`config.mk`:
```
export PLATFORM = sky130hd
export DESIGN_NAME = block_sync_multilane
export DESIGN_NICKNAME = d
export VERILOG_FILES = /design/src/rtl/block_sync_pkg.sv /design/src/rtl/block_sync_lane.sv /design/src/rtl/block_sync_multilane.sv
export SDC_FILE = /design/constraint.sdc
export NUM_CORES = 2
export LEC_CHECK = 0
export BUFFER_PORTS_ARGS = -buffer_cell sky130_fd_sc_hd__buf_4
export CORE_MARGIN = 2
export CORE_UTILIZATION = 55
export DETAILED_ROUTE_END_ITERATION = 16
export PLACE_DENSITY = 0.84
export SLEW_MARGIN = 20
export SYNTH_ARGS = -nofsm -noshare
export SYNTH_HDL_FRONTEND = slang
export SYNTH_SLANG_ARGS = --single-unit
```
`constraint.sdc`:
```
create_clock -name i_clock -period 10.7 [get_ports i_clock]
set_input_delay 0.535 -clock i_clock [delete_from_list [all_inputs] [get_ports i_clock]]
set_output_delay 0.535 -clock i_clock [all_outputs]
set_load 0.01 [all_outputs]
```
`src/rtl/block_sync_pkg.sv`:
```
// Shared definitions for the multilane 66b sync-header block-lock engine:
// lane state encodings and the IEEE 802.3 default geometry and limits.
package block_sync_pkg;

  typedef enum logic [1:0] {
    ST_UNLOCKED = 2'b10,
    ST_LOCKED   = 2'b01
  } state_e;

  localparam int DEF_NB_CODED_BLOCK  = 66;
  localparam int DEF_MAX_INDEX_VALUE = DEF_NB_CODED_BLOCK - 2;

  localparam int DEF_UNLOCKED_WINDOW = 64;
  localparam int DEF_LOCKED_WINDOW   = 1024;
  localparam int DEF_SH_INVALID      = 65;

endpackage : block_sync_pkg

```
`src/rtl/block_sync_lane.sv`:
```
// One PCS lane: searches for a stable 01/10 sync-header alignment, locks onto
// it, and monitors per-window invalid headers, slipping by one on lock loss.
module block_sync_lane
  import block_sync_pkg::*;
#(
  parameter int NB_CODED_BLOCK  = DEF_NB_CODED_BLOCK,
  parameter int MAX_INDEX_VALUE = NB_CODED_BLOCK - 2,
  parameter int NB_WINDOW_CNT   = 12,
  parameter int NB_INVALID_CNT  = 8,
  parameter int NB_INDEX        = $clog2(NB_CODED_BLOCK)
) (
  input  logic                      i_clock,
  input  logic                      i_reset,
  input  logic                      i_tick,
  input  logic                      i_signal_ok,
  input  logic                      i_sh_valid,
  input  logic [NB_WINDOW_CNT-1:0]  i_unlocked_window_limit,
  input  logic [NB_WINDOW_CNT-1:0]  i_locked_window_limit,
  input  logic [NB_INVALID_CNT-1:0] i_sh_invalid_limit,
  output logic [NB_INDEX-1:0]       o_block_index,
  output logic [NB_INDEX-1:0]       o_search_index,
  output logic                      o_block_lock,
  output logic                      o_lock_lost
);

  state_e                    state_q, state_d;
  logic [NB_WINDOW_CNT-1:0]  win_q, win_d;
  logic [NB_INVALID_CNT-1:0] inv_q, inv_d;
  logic [NB_INDEX-1:0]       search_q, search_d;
  logic [NB_INDEX-1:0]       block_q, block_d;
  logic                      lost_q, lost_d;

  logic [NB_WINDOW_CNT-1:0]  unlocked_last;
  logic [NB_WINDOW_CNT-1:0]  locked_last;
  logic [NB_INVALID_CNT-1:0] inv_limit;
  logic [NB_INVALID_CNT-1:0] inv_next;

  function automatic logic [NB_INDEX-1:0] next_index(input logic [NB_INDEX-1:0] idx);
    return (idx == NB_INDEX'(MAX_INDEX_VALUE)) ? '0 : idx + 1'b1;
  endfunction

  // A programmed limit of 0 behaves as 1, so the terminal count saturates at 0.
  assign unlocked_last = (i_unlocked_window_limit == '0) ? '0 : i_unlocked_window_limit - 1'b1;
  assign locked_last   = (i_locked_window_limit == '0) ? '0 : i_locked_window_limit - 1'b1;
  assign inv_limit     = (i_sh_invalid_limit == '0) ? NB_INVALID_CNT'(1) : i_sh_invalid_limit;
  assign inv_next      = inv_q + {{(NB_INVALID_CNT-1){1'b0}}, ~i_sh_valid};

  always_comb begin
    // NOTE: every next-state signal gets a hold default first, so no path leaves one unassigned and no latch is inferred.
    state_d  = state_q;
    win_d    = win_q;
    inv_d    = inv_q;
    search_d = search_q;
    block_d  = block_q;
    lost_d   = 1'b0;
    if (i_tick) begin
      if (!i_signal_ok) begin
        state_d  = ST_UNLOCKED;
        win_d    = '0;
        inv_d    = '0;
        search_d = '0;
        block_d  = '0;
        lost_d   = (state_q == ST_LOCKED);
      end else begin
        case (state_q)
          ST_UNLOCKED: begin
            if (!i_sh_valid) begin
              search_d = next_index(search_q);
              win_d    = '0;
            end else if (win_q == unlocked_last) begin
              block_d = search_q;
              state_d = ST_LOCKED;
              win_d   = '0;
              inv_d   = '0;
            end else begin
              win_d = win_q + 1'b1;
            end
          end
          ST_LOCKED: begin
            // Threshold is tested before window end so a coincident hit still drops lock.
            if (inv_next >= inv_limit) begin
              state_d  = ST_UNLOCKED;
              search_d = next_index(block_q);
              win_d    = '0;
              inv_d    = '0;
              lost_d   = 1'b1;
            end else if (win_q == locked_last) begin
              win_d = '0;
              inv_d = '0;
            end else begin
              win_d = win_q + 1'b1;
              inv_d = inv_next;
            end
          end
          default: state_d = ST_UNLOCKED;
        endcase
      end
    end
  end

  // NOTE: reset is synchronous and active-high, so it is tested inside the clocked block rather than in the sensitivity list.
  always_ff @(posedge i_clock) begin
    if (i_reset) begin
      // NOTE: state registers use non-blocking assignments so every flop samples pre-edge values.
      state_q  <= ST_UNLOCKED;
      win_q    <= '0;
      inv_q    <= '0;
      search_q <= '0;
      block_q  <= '0;
      lost_q   <= 1'b0;
    end else begin
      state_q  <= state_d;
      win_q    <= win_d;
      inv_q    <= inv_d;
      search_q <= search_d;
      block_q  <= block_d;
      lost_q   <= lost_d;
    end
  end

  assign o_block_index  = block_q;
  assign o_search_index = search_q;
  assign o_block_lock   = (state_q == ST_LOCKED);
  assign o_lock_lost    = lost_q;

endmodule : block_sync_lane

```
`src/rtl/block_sync_multilane.sv`:
```
// N_LANES independent block-lock engines sharing one tick and limit set, with
// packed per-lane index buses and a registered all-lanes-locked flag.
module block_sync_multilane
  import block_sync_pkg::*;
#(
  parameter int N_LANES         = 20,
  parameter int NB_CODED_BLOCK  = DEF_NB_CODED_BLOCK,
  parameter int MAX_INDEX_VALUE = NB_CODED_BLOCK - 2,
  parameter int MAX_WINDOW      = 2048,
  parameter int MAX_INVALID_SH  = 127,
  parameter int NB_WINDOW_CNT   = $clog2(MAX_WINDOW) + 1,
  parameter int NB_INVALID_CNT  = $clog2(MAX_INVALID_SH) + 1,
  parameter int NB_INDEX        = $clog2(NB_CODED_BLOCK)
) (
  input  logic                        i_clock,
  input  logic                        i_reset,
  input  logic                        i_enable,
  input  logic                        i_valid,
  input  logic [N_LANES-1:0]          i_signal_ok,
  input  logic [N_LANES-1:0]          i_sh_valid,
  input  logic [NB_WINDOW_CNT-1:0]    i_unlocked_window_limit,
  input  logic [NB_WINDOW_CNT-1:0]    i_locked_window_limit,
  input  logic [NB_INVALID_CNT-1:0]   i_sh_invalid_limit,
  output logic [N_LANES*NB_INDEX-1:0] o_block_index,
  output logic [N_LANES*NB_INDEX-1:0] o_search_index,
  output logic [N_LANES-1:0]          o_block_lock,
  output logic [N_LANES-1:0]          o_lock_lost,
  output logic                        o_all_locked
);

  logic tick;
  logic all_locked_q;

  assign tick = i_enable & i_valid;

  for (genvar k = 0; k < N_LANES; k++) begin : g_lane
    block_sync_lane #(
      .NB_CODED_BLOCK  (NB_CODED_BLOCK),
      .MAX_INDEX_VALUE (MAX_INDEX_VALUE),
      .NB_WINDOW_CNT   (NB_WINDOW_CNT),
      .NB_INVALID_CNT  (NB_INVALID_CNT),
      .NB_INDEX        (NB_INDEX)
    ) u_lane (
      .i_clock                 (i_clock),
      .i_reset                 (i_reset),
      .i_tick                  (tick),
      .i_signal_ok             (i_signal_ok[k]),
      .i_sh_valid              (i_sh_valid[k]),
      .i_unlocked_window_limit (i_unlocked_window_limit),
      .i_locked_window_limit   (i_locked_window_limit),
      .i_sh_invalid_limit      (i_sh_invalid_limit),
      .o_block_index           (o_block_index[k*NB_INDEX +: NB_INDEX]),
      .o_search_index          (o_search_index[k*NB_INDEX +: NB_INDEX]),
      .o_block_lock            (o_block_lock[k]),
      .o_lock_lost             (o_lock_lost[k])
    );
  end

  // Registered off the lane lock flags, so it trails them by one cycle.
  always_ff @(posedge i_clock) begin
    if (i_reset) begin
      all_locked_q <= 1'b0;
    end else begin
      all_locked_q <= &o_block_lock;
    end
  end

  assign o_all_locked = all_locked_q;

endmodule : block_sync_multilane

```
==> flow_summary_export.csv <==
group,metric,value,unit
yosys,synth-edff-count,0,
power_and_ir_drop,p_leak,0.0230,uW
worst_setup_path,critPathArrivalTime,6320,ps
clock_network,cts_resized,0,
worst_setup_path,crit_cells,14,
clock_network,path_clk_slew,60,ps
drt,drc,0,
power_and_ir_drop,peakVddDrop,0.112,mV
yosys,avgSynthCellArea,7.59,sq um
yosys,yosys.cell_types.count,100,
yosys,ys.warnings.count,0,
timing,hold_violations,0,
timing,layout_min_cycle_time,5810,ps
global_route,grt_pass1_wl,303000,microns
job,max-cap-violations,0,
timing,max_freq,172,MHz
worst_setup_path,cp_common_cell,"buf_4",
global_route,gr-usage-all-layers,38.1,%
place,io_buffers,396,
worst_setup_path,worst-path-buf-inv,4,
worst_setup_path,cpLargestDelayFamily,"simple AND/OR/NAND/NOR gates",
run_status,outcome,"complete, no violations",
yosys,synth_top_area_cell,"dfxtp_1",
worst_setup_path,slowest_delay,990,ps
drt,wl_per_cell,23.7,microns
drt,dr.pass1.iters,9,
worst_setup_path,endpoint,"g_lane[12].u_lane.win_q[5]$_SDFFE_PP0P_",
worst_setup_path,crit_fanout,35,
power_and_ir_drop,power_density,111,nW/um^2
drt,drt-initial-drc-count,7743,
clock_network,clock_path_buffers,3,
drt,vias_per_cell,6.82,
place,dpl.hpwl,142000,microns
yosys,ys_seq_elements,741,
yosys,synth_top_cell_area_share,27.6,%
clock_network,clock_latency,680,ps
yosys,synth_area_leaders,"dfxtp_1 28%, ha_1 6.6%, nand3_1 5.9%",
worst_setup_path,r2r_cells,14,
die,coreArea,96700,sq um
worst_setup_path,start_kind,"primary input",
final_layout,drive_gt1_share,10.6,%
worst_setup_path,crit_start,"i_locked_window_limit[0]",
global_route,grt_max_degree,161,
worst_setup_path,rrSetupSlack,6120,ps
die,io_pins,397,
timing,fin_crit_sh,54.3,%
clock_network,post_cts_buffers,0,
timing,drv_slew,0,
timing,max_slew.worst_pin.slew,1230,ps
drt,num_vias,57800,
drt,ant_nets,0,
worst_setup_path,crit_type,"primary input to register",
global_route,antenna_found_initial,14,
min_path,hold_path.class,"primary input to register",
yosys,yosysSeqAreaShare,27.6,%
place,gp_congestion,1.10,
clock_network,clock-root-buffer,"clkbuf_16",
clock_network,htreeDepth,3,
yosys,syn_nets,7437,
place,dp.cells,8313,
worst_setup_path,cp-end-kind,"register",
timing,fin_tns_setup,0,ps
worst_setup_path,reg2reg_from,"g_lane[19].u_lane.inv_q[0]$_SDFFE_PP0P_",
global_route,grt_pass1_vias,52500,
clock_network,ctsHoldBuffers,0,
die,die_w,317,microns
worst_setup_path,slowest_stage,"nor3_1",
timing,rsz0062_at_grt,"false",
die,dieArea,100000,sq um
clock_network,cts_tree,"built",
drt,wirelength,201000,microns
yosys,postSynthCellCount,7079,
clock_network,cts_made_buffers,86,
final_layout,synthToLayoutAreaGrowth,11.8,%
worst_setup_path,reg2reg_to,"g_lane[19].u_lane.win_q[9]$_SDFFE_PP0P_",
yosys,async_flop_share,0,%
min_path,min-delay-start,"i_signal_ok[4]",
die,die_h,317,microns
die,start_util,55.5,%
timing,fin_skew,27.7,ps
timing,setup_viol,0,
clock_network,cts.sinks,741,
yosys,syn-cell-area,53700,sq um
final_layout,nNetsFinal,7483,
timing,relSlewSlack,17.5,%
final_layout,fillCellCount,8235,
final_layout,final_cells,8477,
worst_setup_path,cp_data_required_time,11220,ps
die,num_rows,114,
worst_setup_path,cp_cell_sequence,"buf_4 -> inv_1 -> ha_1 -> or3b_1 -> buf_4 -> nor4_4 -> buf_4 -> nor3_1 -> o211ai_1 -> or4_1 -> o31ai_2 -> nand2_1 -> nand4b_1 -> a31oi_1",
global_route,grt-ovfl-total,0,
yosys,synth_flop_cell,"dfxtp_1",
## synthesized netlist by cell type, drive strengths merged, types with 22 or more instances
library cell and n:
nor2 389, clkbuf 421, o211ai 37, a22oi 72, nor4b 66, nor3b 40
a211oi 60, xnor2 312, ha 282, nand4b 29, inv 259, a21oi 399
dfxtp 741, and3 188, o221ai 24, mux2i 22, nor4 109, xor2 242
nand2b 128, o31ai 50, nand4 82, a22o 139, a31oi 143, a21boi 28
nor3 164, nand2 727, buf 123, or3 67, o2111ai 36, or4 39
o21a 40, o21ai 313, nor2b 43, o22ai 142, a21o 53, and2 31
nand3b 61, nand3 635
## cells in the final DEF, fill, tap and decap left out, types with 22 or more instances in the layout
master / count
nand2b_1: 128
buf_4: 500
a21o_1: 53
dfxtp_1: 741
ha_1: 282
nor4b_1: 63
nor2b_1: 43
and3_1: 188
nand3_1: 635
o221ai_1: 24
xor2_1: 242
a211oi_1: 59
o22ai_1: 142
nor3b_1: 40
inv_1: 257
mux2i_1: 22
o211ai_1: 37
xnor2_1: 310
a22o_1: 139
o2111ai_1: 36
nand4_1: 82
a31oi_1: 138
a21oi_1: 394
a22oi_1: 72
o21a_1: 40
nand2_1: 724
nand3b_1: 61
nor4_1: 98
clkbuf_16: 88
nor3_1: 157
o31ai_1: 42
and2_1: 30
a21boi_0: 25
or4_1: 38
o21ai_0: 299
nor2_1: 383
nand4b_1: 29
or3_1: 67
## area by class of cell
type	instances	area, sq um	share of cell area [%]
multi-input cells	5532	35900	59.7
flip-flops and latches	741	14800	24.7
repair buffers	502	3790	6.31
clock buffers	119	2490	4.14
well taps	1276	1600	2.66
inverters	262	986	1.64
clock inverters	37	479	0.798
diodes	8	20.0	0.0333
## worst min-delay path by stage
stage                                                            endpoint  slack [ps]  cells after the start
after floorplan                   g_lane[11].u_lane.inv_q[0]$_SDFFE_PP0P_         430                      2
after global placement            g_lane[11].u_lane.inv_q[0]$_SDFFE_PP0P_         440                      2
after detailed placement          g_lane[18].u_lane.inv_q[0]$_SDFFE_PP0P_         450                      2
after CTS                 g_lane[4].u_lane.o_search_index[0]$_SDFFE_PP0P_         150                      3
after global routing      g_lane[4].u_lane.o_search_index[0]$_SDFFE_PP0P_         180                      3
final                     g_lane[4].u_lane.o_search_index[0]$_SDFFE_PP0P_         180                      3
## layer usage
layer  GRT usage [%]  part of all wire [%]  routed length (microns)
met5               0                 0.022                       44
met1            48.2                    38                    76800
met2            57.7                    43                    85400
met3            10.5                    12                    24200
met4            23.1                   7.1                    14200
## power breakdown
part / internal (uW) / switching (uW)
Clock: 1870 / 1250
Sequential: 2770 / 19.5
Combinational: 217 / 549
Total: 4850 / 1810
## through the flow
step                area, sq um  worst slack [ps]  total power [uW]  util [%]  hold WS, ps
finish                    60000              4890              6670      62.1          176
global route              60000              4740              6820      62.1          177
floorplan                 53700              6250              3280         -          429
detailed placement        57000              4500              3560      59.0          450
CTS                       60000              5160              6640      62.0          148
global placement          57000              4650              3550      58.9          439
## registers in the layout, summed over array words and instances, names as in the netlist
name                          cells
g_lane.u_lane.inv_q             160
g_lane.u_lane.win_q             240
g_lane.u_lane.o_block_index     140
g_lane.u_lane.state_q            40
g_lane.u_lane.o_search_index    140
g_lane.u_lane.o_lock_lost        20
o_all_locked                      1
## cell families after synthesis
family,after synthesis,synth area share (%)
simple gates,2850,27.3
compound gates,1799,22.6
buf+inv,806,6.05
flops,741,27.6
xor+xnor,554,9.03
fa+ha+maj,296,6.83
mux,33,0.641
## worst min-delay path, cell delays in order
cell and delay [ps]:
buf_4 150, nand3_1 70, a21oi_1 50
(Power assumes the default switching activity.)
